--- src/rtl/popcnt_frame_acc_pkg.sv ---
// Shared types and default sizes for the popcount frame accumulator.
package popcnt_frame_acc_pkg;

  localparam int DEF_WI_SZ  = 32;
  localparam int DEF_ACC_SZ = 16;

  // ACC: summing beats of the current frame; OUT: holding a result for downstream
  typedef enum logic {
    ACC = 1'b0,
    OUT = 1'b1
  } state_t;

endpackage

--- src/rtl/popcnt_frame_acc_cnt_ones.sv ---
// cnt_ones: combinational count of the set bits in a WI_SZ-bit word.
module cnt_ones #(
  parameter int WI_SZ = 32
) (
  input  logic [WI_SZ-1:0]         data,
  output logic [$clog2(WI_SZ):0]   count
);

  localparam int CNT_W = $clog2(WI_SZ) + 1;

  // Ripple sum of individual bits; synthesis folds this into an adder tree
  always_comb begin
    count = '0;
    for (int i = 0; i < WI_SZ; i++) begin
      count = count + CNT_W'(data[i]);
    end
  end

endmodule

--- src/rtl/popcnt_frame_acc.sv ---
// popcnt_frame_acc: counts the ones in every beat of a frame and reports the
// frame total. Stage 1 registers the popcount of each accepted beat, stage 2
// accumulates it and hands the total to downstream with a valid/ready pair.
// Optional build macro POPCNT_ACC_SAT_EN: saturate the accumulator instead of
// wrapping it, and report the clamp on m_sat.
module popcnt_frame_acc
  import popcnt_frame_acc_pkg::*;
#(
  parameter int WI_SZ  = DEF_WI_SZ,
  parameter int ACC_SZ = DEF_ACC_SZ
) (
  input  logic              clk,
  input  logic              rst_n,
  input  logic              s_valid,
  output logic              s_ready,
  input  logic [WI_SZ-1:0]  s_data,
  input  logic              s_last,
  output logic              m_valid,
  input  logic              m_ready,
  output logic [ACC_SZ-1:0] m_count,
  output logic              m_sat
);

  localparam int PC_W = $clog2(WI_SZ) + 1;

  state_t            state, state_nxt;
  logic [PC_W-1:0]   pc_comb;
  logic [PC_W-1:0]   pc_q;
  logic              pc_last;
  logic              pc_vld;
  logic [ACC_SZ-1:0] acc;
  logic [ACC_SZ-1:0] acc_nxt;
  logic              beat_in;
  logic              frame_done;

  cnt_ones #(.WI_SZ(WI_SZ)) u_cnt_ones (
    .data  (s_data),
    .count (pc_comb)
  );

  // A last beat sitting in stage 1 or a pending result blocks the next frame
  assign s_ready    = (state == ACC) && !(pc_vld && pc_last);
  assign beat_in    = s_valid && s_ready;
  assign frame_done = (state == ACC) && pc_vld && pc_last;

`ifdef POPCNT_ACC_SAT_EN
  logic [ACC_SZ:0] sum_full;
  logic            ovf;
  logic            sat_q;

  assign sum_full = {1'b0, acc} + (ACC_SZ+1)'(pc_q);
  assign ovf      = sum_full[ACC_SZ];
  assign acc_nxt  = ovf ? '1 : sum_full[ACC_SZ-1:0];

  // Sticky overflow flag for the frame in progress, published with the result
  always_ff @(posedge clk or negedge rst_n) begin
    if (!rst_n) begin
      sat_q <= 1'b0;
      m_sat <= 1'b0;
    end else if ((state == ACC) && pc_vld) begin
      if (pc_last) begin
        m_sat <= sat_q | ovf;
        sat_q <= 1'b0;
      end else begin
        sat_q <= sat_q | ovf;
      end
    end
  end
`else
  assign acc_nxt = acc + ACC_SZ'(pc_q);
  assign m_sat   = 1'b0;
`endif

  // Stage 1: capture popcount and frame marker of every accepted beat
  always_ff @(posedge clk or negedge rst_n) begin
    if (!rst_n) begin
      pc_q    <= '0;
      pc_last <= 1'b0;
      pc_vld  <= 1'b0;
    end else begin
      pc_vld <= beat_in;
      if (beat_in) begin
        pc_q    <= pc_comb;
        pc_last <= s_last;
      end
    end
  end

  // FSM state register
  always_ff @(posedge clk or negedge rst_n) begin
    if (!rst_n) state <= ACC;
    else        state <= state_nxt;
  end

  // FSM next state: close a frame into OUT, leave OUT on downstream handshake
  always_comb begin
    state_nxt = state;
    case (state)
      ACC:     if (frame_done) state_nxt = OUT;
      OUT:     if (m_ready)    state_nxt = ACC;
      default: state_nxt = ACC;
    endcase
  end

  // Stage 2: accumulate, and on the last beat move the total to the output
  always_ff @(posedge clk or negedge rst_n) begin
    if (!rst_n) begin
      acc     <= '0;
      m_count <= '0;
      m_valid <= 1'b0;
    end else if ((state == ACC) && pc_vld) begin
      if (pc_last) begin
        m_count <= acc_nxt;
        m_valid <= 1'b1;
        acc     <= '0;
      end else begin
        acc <= acc_nxt;
      end
    end else if ((state == OUT) && m_ready) begin
      m_valid <= 1'b0;
    end
  end

endmodule

--- config.mk ---
export PLATFORM = sky130hd
export DESIGN_NAME = popcnt_frame_acc
export DESIGN_NICKNAME = d
export VERILOG_FILES = /design/src/rtl/popcnt_frame_acc_pkg.sv /design/src/rtl/popcnt_frame_acc_cnt_ones.sv /design/src/rtl/popcnt_frame_acc.sv
export SDC_FILE = /design/constraint.sdc
export NUM_CORES = 1
export LEC_CHECK = 0
export CORE_ASPECT_RATIO = 0.6
export CORE_MARGIN = 3
export CORE_UTILIZATION = 40
export CTS_BUF_LIST = sky130_fd_sc_hd__clkbuf_8
export DETAILED_ROUTE_END_ITERATION = 10
export GPL_TIMING_DRIVEN = 0
export SLEW_MARGIN = 5
export SYNTH_ARGS = -nofsm -noshare
export SYNTH_HDL_FRONTEND = slang
export SYNTH_SLANG_ARGS = --single-unit
--- constraint.sdc ---
create_clock -name clk -period 5.93 [get_ports clk]
set_input_delay 0.593 -clock clk [delete_from_list [all_inputs] [get_ports clk]]
set_output_delay 0.593 -clock clk [all_outputs]
set_load 0.05 [all_outputs]
==> Yosys cells after proc, flatten, opt, wreduce, memory -nomap -nowiden <==
Cells that the tools add are included.
{ "word_totals": {"register_bits": 42, "latchBits": 0, "ramBits": 0, "romBits": 0, "inputBits": 37, "elab_cells": 58, "mem_count": 0} }
{ "op_classes": {"n_addsub": 32, "multipliers": 0, "div_mod_pow": 0, "magnitude_cmp": 0, "n_eq_ne": 1, "shift": 0, "muxes": 7, "bitwise": 1, "reduce_logical": 10} }
{ "op_table": {"columns": ["op", "count"], "rows": [
  ["adder 6 x 1 -> 6 bit", 30],
  ["adder 16 x 6 -> 16 bit", 1],
  ["2-to-1 mux 16 bit", 1],
  ["logical AND 1 bit", 6],
  ["2-to-1 mux 1 bit", 5],
  ["AND reduction 2 bit", 2],
  ["adder 1 x 1 -> 2 bit", 1],
  ["inequality test 2 bit (second input constant)", 1],
  ["one-hot mux 1 bit (2 select lines)", 1],
  ["nonzero test 2 bit", 1],
  ["logical NOT 1 bit", 1],
  ["NOT 1 bit", 1]
]} }

==> Depth between registers and ports, before layout <==
{ "depth": {"depth_word": 31, "mapped_depth": 18, "depth_no_buf": 18} }

==> Cells and area by module <==
From an unflattened synthesis, not the netlist that was laid out.
{ "hier_totals": {"cells_unflattened": 267, "area_unflattened_um2": 2771.4} }
{ "modules_own_cells": {"columns": ["module", "instances", "cells_each", "area_per_inst_um2"], "rows": [
  ["popcnt_frame_acc", 1, 194, 2013.2],
  ["cnt_ones", 1, 73, 758.2]
]} }

==> Worst setup path before layout <==
No wires, ideal clock.
{ "synth_path": {"path_kind": "input to register", "startpoint": "input port s_data[0]", "endpoint": "register pc_q[4]", "setup_ns": 0.095, "t_arrival_ns": 4.924, "required_time_ns": 5.835, "path_slack_ns": 0.911, "stages": 16, "cell_sequence": "ha_1 -> inv_1 -> fa_1 -> fa_1 -> fa_1 -> fa_1 -> fa_1 -> fa_1 -> inv_1 -> fa_1 -> inv_1 -> fa_1 -> nor2b_1 -> o21ai_0 -> a21boi_0 -> o31ai_1"} }
{ "synth_between": {"elab_chain_cells": 31} }
{ "synth_rtl": {"columns": ["item", "line", "source"], "rows": [
  ["start, declared", "popcnt_frame_acc.sv:16", "input logic [WI_SZ-1:0] s_data,"],
  ["adder 1 x 1 -> 2 bit", "popcnt_frame_acc_cnt_ones.sv:15", "count = count + CNT_W'(data[i]);"],
  ["adder 6 x 1 -> 6 bit (30 in series)", "popcnt_frame_acc_cnt_ones.sv:15", null],
  ["end signal, assigned", "popcnt_frame_acc.sv:83", "pc_q <= pc_comb;"],
  ["end, declared", "popcnt_frame_acc.sv:28", "logic [PC_W-1:0] pc_q;"]
]} }
Every way passes these cells.
A chain may end at the register's enable or synchronous reset.

==> Worst setup path in the final report <==
Same ends and word-level chain as after synthesis.

==> run summary <==
Fraction of registers with async set/reset -> 1.000
Critical path arrival -> 5.64 ns
Ant diodes -> 0
Clk_skew -> 0.008440 ns
Compound-cell area share of the yosys netlist -> 0.1580
Netlist cell types -> 48
Gp weighted congestion -> 0.8398
Layout fillers -> 697
Critical path peak fanout -> 2
Synth Area in XOR/XNOR -> 0.01723
Post-route antenna net violation count -> 0
VDD IR-drop max -> 253.5 uV
Die Y -> 73.63 microns
TritonRoute pass-1 iters -> 5
CTS tree -> done
Crit path kind -> primary input to flip-flop
Die W -> 118.7 microns
CP startpoint kind -> primary input
Cell Rows -> 23
Fmax -> 0.1827 GHz
Initial Util -> 0.4342
Utilization after layout -> 0.5442
Adder-cell area share of the yosys netlist -> 0.2216
GRT Resource Usage Total -> 0.1637
Pwr/cell area -> 529.8 nW/um^2
Worst hold path type -> primary input to asynchronous set/reset pin
Setup Total Neg Slack -> 0 ns
Synthesis-to-layout area growth -> 25.32%
Relative slew slack -> 0.6111
Fin crit share -> 0.9231
Mux cell area share after synthesis -> 0.006976
Most frequent cells in the layout -> 56 x inv_1, 53 x clkdlybuf4s50_1, 42 x dfrtp_1, 41 x nand2_1, 26 x o21ai_0
Most used flip-flop cell after synthesis -> dfrtp_1
Worst-Margin Slew -> 0.5773 ns
CTS max path bufs -> 2
Largest net degree at the start of global routing -> 28
Clk sink count -> 42
DR iter-0 viols -> 129
YS warnings -> 0
GR Overflow Total -> 0
DR WL/cell -> 14.01 microns
Synthesized area -> 3049 sq um
Via density -> 5.008
Share of cells above drive strength 1 -> 0.05115
CTS Root Cell -> clkbuf_8
Syn_nets -> 404
Max-cap violations -> 0
Fin. Hold Viols -> 0
Boundary Pins -> 56
Vias -> 2459
PortBufs -> 54
Clock Latency Late Sink -> 0.29 ns
Hpwl dp -> 5.675 mm
Fin nets -> 466
Sequential area share after synthesis -> 0.3447
Placed Area -> 3730 sq um
Pins Over Slew Limit -> 0
Largest family of logic cells by synthesized area -> adder cells
Unrepaired setup endpoints after global routing -> no
Post-synthesis simple-gate area fraction -> 0.1502
First-pass GRT wire length -> 11.31 mm
Post-synth EDFFs -> 0
Worst EP required -> 6.09 ns
Clock-pin transition on the worst setup and hold timing paths -> 0.08 ns
Total Die Area -> 8741 sq um
CTS resizes -> 0
Post-CTS Hold Buffers -> 0
DRC viols -> 0
Initial antenna violation count -> 0
Syn avg cell area -> 9.296 sq um
Flops & latches, synth -> 42
Final setup viols -> 0
Critical Path Sink Type -> flip-flop
Static Leak -> 1.770 nW
Minimum clock period after layout -> 5.474 ns
Num CTS Buffers -> 5
Most common cell after layout, fill and taps aside -> inv_1
Outcome -> completed
Final Cell Area -> 3821 sq um
Core Box Area -> 7022 sq um
Cell count after synthesis -> 328
Aggregate routed wire length -> 6.877 mm
Vias in the first global route -> 2237
Setup bufs post-CTS -> 0
H-tree depth -> 2
## flip-flops by register name (all words and copies together) (netlist names)
| name | flops |
|---|---|
| pc_last | 1 |
| m_count | 16 |
| state | 1 |
| pc_q | 6 |
| pc_vld | 1 |
| acc | 16 |
| m_valid | 1 |
## power by group
group / switching, W / leakage [nW] / total [W] / internal, W
combinational: 0.000829 / 1.18 / 0.00139 / 0.000557
clock: 0.0000983 / 0.0524 / 0.000191 / 0.0000923
sequential: 0.0000611 / 0.542 / 0.000449 / 0.000388
total: 0.000988 / 1.77 / 0.00202 / 0.00104
## critical path: stages
cell,delay (ns)
clkdlybuf4s50_1,0.40
ha_1,0.28
inv_1,0.07
fa_1,0.43
fa_1,0.51
fa_1,0.52
fa_1,0.56
fa_1,0.44
fa_1,0.49
inv_1,0.05
fa_1,0.38
inv_1,0.08
fa_1,0.20
nor2b_1,0.06
o21ai_0,0.24
nor3b_1,0.25
o31ai_1,0.08
## synth_stat cells, types with 2 or more instances
| master | count | area share |
|---|---|---|
| a21oi_1 | 6 | 0.0098 |
| nand3b_1 | 2 | 0.0049 |
| o311ai_1 | 2 | 0.0057 |
| ha_1 | 14 | 0.057 |
| buf_4 | 4 | 0.0098 |
| nand2b_1 | 2 | 0.0041 |
| nor2b_1 | 2 | 0.0041 |
| dfrtp_1 | 42 | 0.34 |
| clkbuf_1 | 7 | 0.0086 |
| nor3b_1 | 2 | 0.0049 |
| fa_1 | 25 | 0.16 |
| inv_1 | 55 | 0.068 |
| xor2_1 | 2 | 0.0057 |
| xnor2_1 | 4 | 0.011 |
| or4_1 | 8 | 0.020 |
| o31ai_1 | 4 | 0.0098 |
| o2111a_1 | 2 | 0.0074 |
| o211ai_1 | 6 | 0.015 |
| nor2_1 | 13 | 0.016 |
| nand2_1 | 41 | 0.050 |
| a31oi_1 | 9 | 0.018 |
| buf_6 | 3 | 0.011 |
| a21o_1 | 4 | 0.0098 |
| or3_1 | 8 | 0.016 |
| nand3_1 | 12 | 0.020 |
| o41ai_1 | 2 | 0.0057 |
| o21ai_0 | 26 | 0.043 |
## routing by layer
metal  global-route usage  wire, microns  vias up
met1               0.2854           3724     1165
met4              0.01540             15        0
met3              0.03769            538        3
met5                    0              0        -
met2               0.2013           2598       63
li1                     -              -     1228
## worst paths after layout
check	slack (ns)	cells after the start	endpoint	from
worst max-delay path	0.46	17	pc_q[4]$_DFFE_PN0P_	s_data[0]
worst min-delay path	0.20	1	acc[12]$_DFFE_PN0P_	rst_n
worst max register to register	3.41	7	m_count[8]$_DFFE_PN0P_	pc_q[0]$_DFFE_PN0P_
worst min register to register	0.47	2	m_count[0]$_DFFE_PN0P_	m_count[0]$_DFFE_PN0P_
max in group asynchronous	5.25	2	acc[7]$_DFFE_PN0P_	rst_n
min in group clk	0.47	2	m_count[0]$_DFFE_PN0P_	m_count[0]$_DFFE_PN0P_
## through the flow
stage                     worst slack [ns]  hold WS (ns)  cells  power [W]
final                               0.4561        0.2036    491   0.002024
after global routing                0.2034        0.2118    491   0.002243
after CTS                           0.4418        0.2057    491   0.002051
after global placement              0.1666        0.4580    482   0.001823
after floorplan                     0.9109        0.2974    328   0.001461
after detailed placement            0.1288        0.4624    483   0.001847
## cells by family after synthesis
family / count (synthesis)
AOI/OAI and AO/OA: 72
xor gates and xnor gates: 6
adders and majority gates: 39
buffers and inverters: 71
DFF: 42
muxes: 2
other: 1
and+or+nand+nor: 95
## layout make-up
type / count / area [sq um] / share of cell area
clock buffer: 6 / 82.58 / 0.02161
clock inverter: 2 / 8.758 / 0.002292
multi-input combinational: 215 / 1693 / 0.4430
timing repair buffer: 55 / 555.5 / 0.1454
tap: 100 / 125.1 / 0.03274
inverter: 55 / 206.4 / 0.05403
buffer: 16 / 98.84 / 0.02587
sequential: 42 / 1051 / 0.2750
Note: power is estimated with default switching activity, not from simulation.
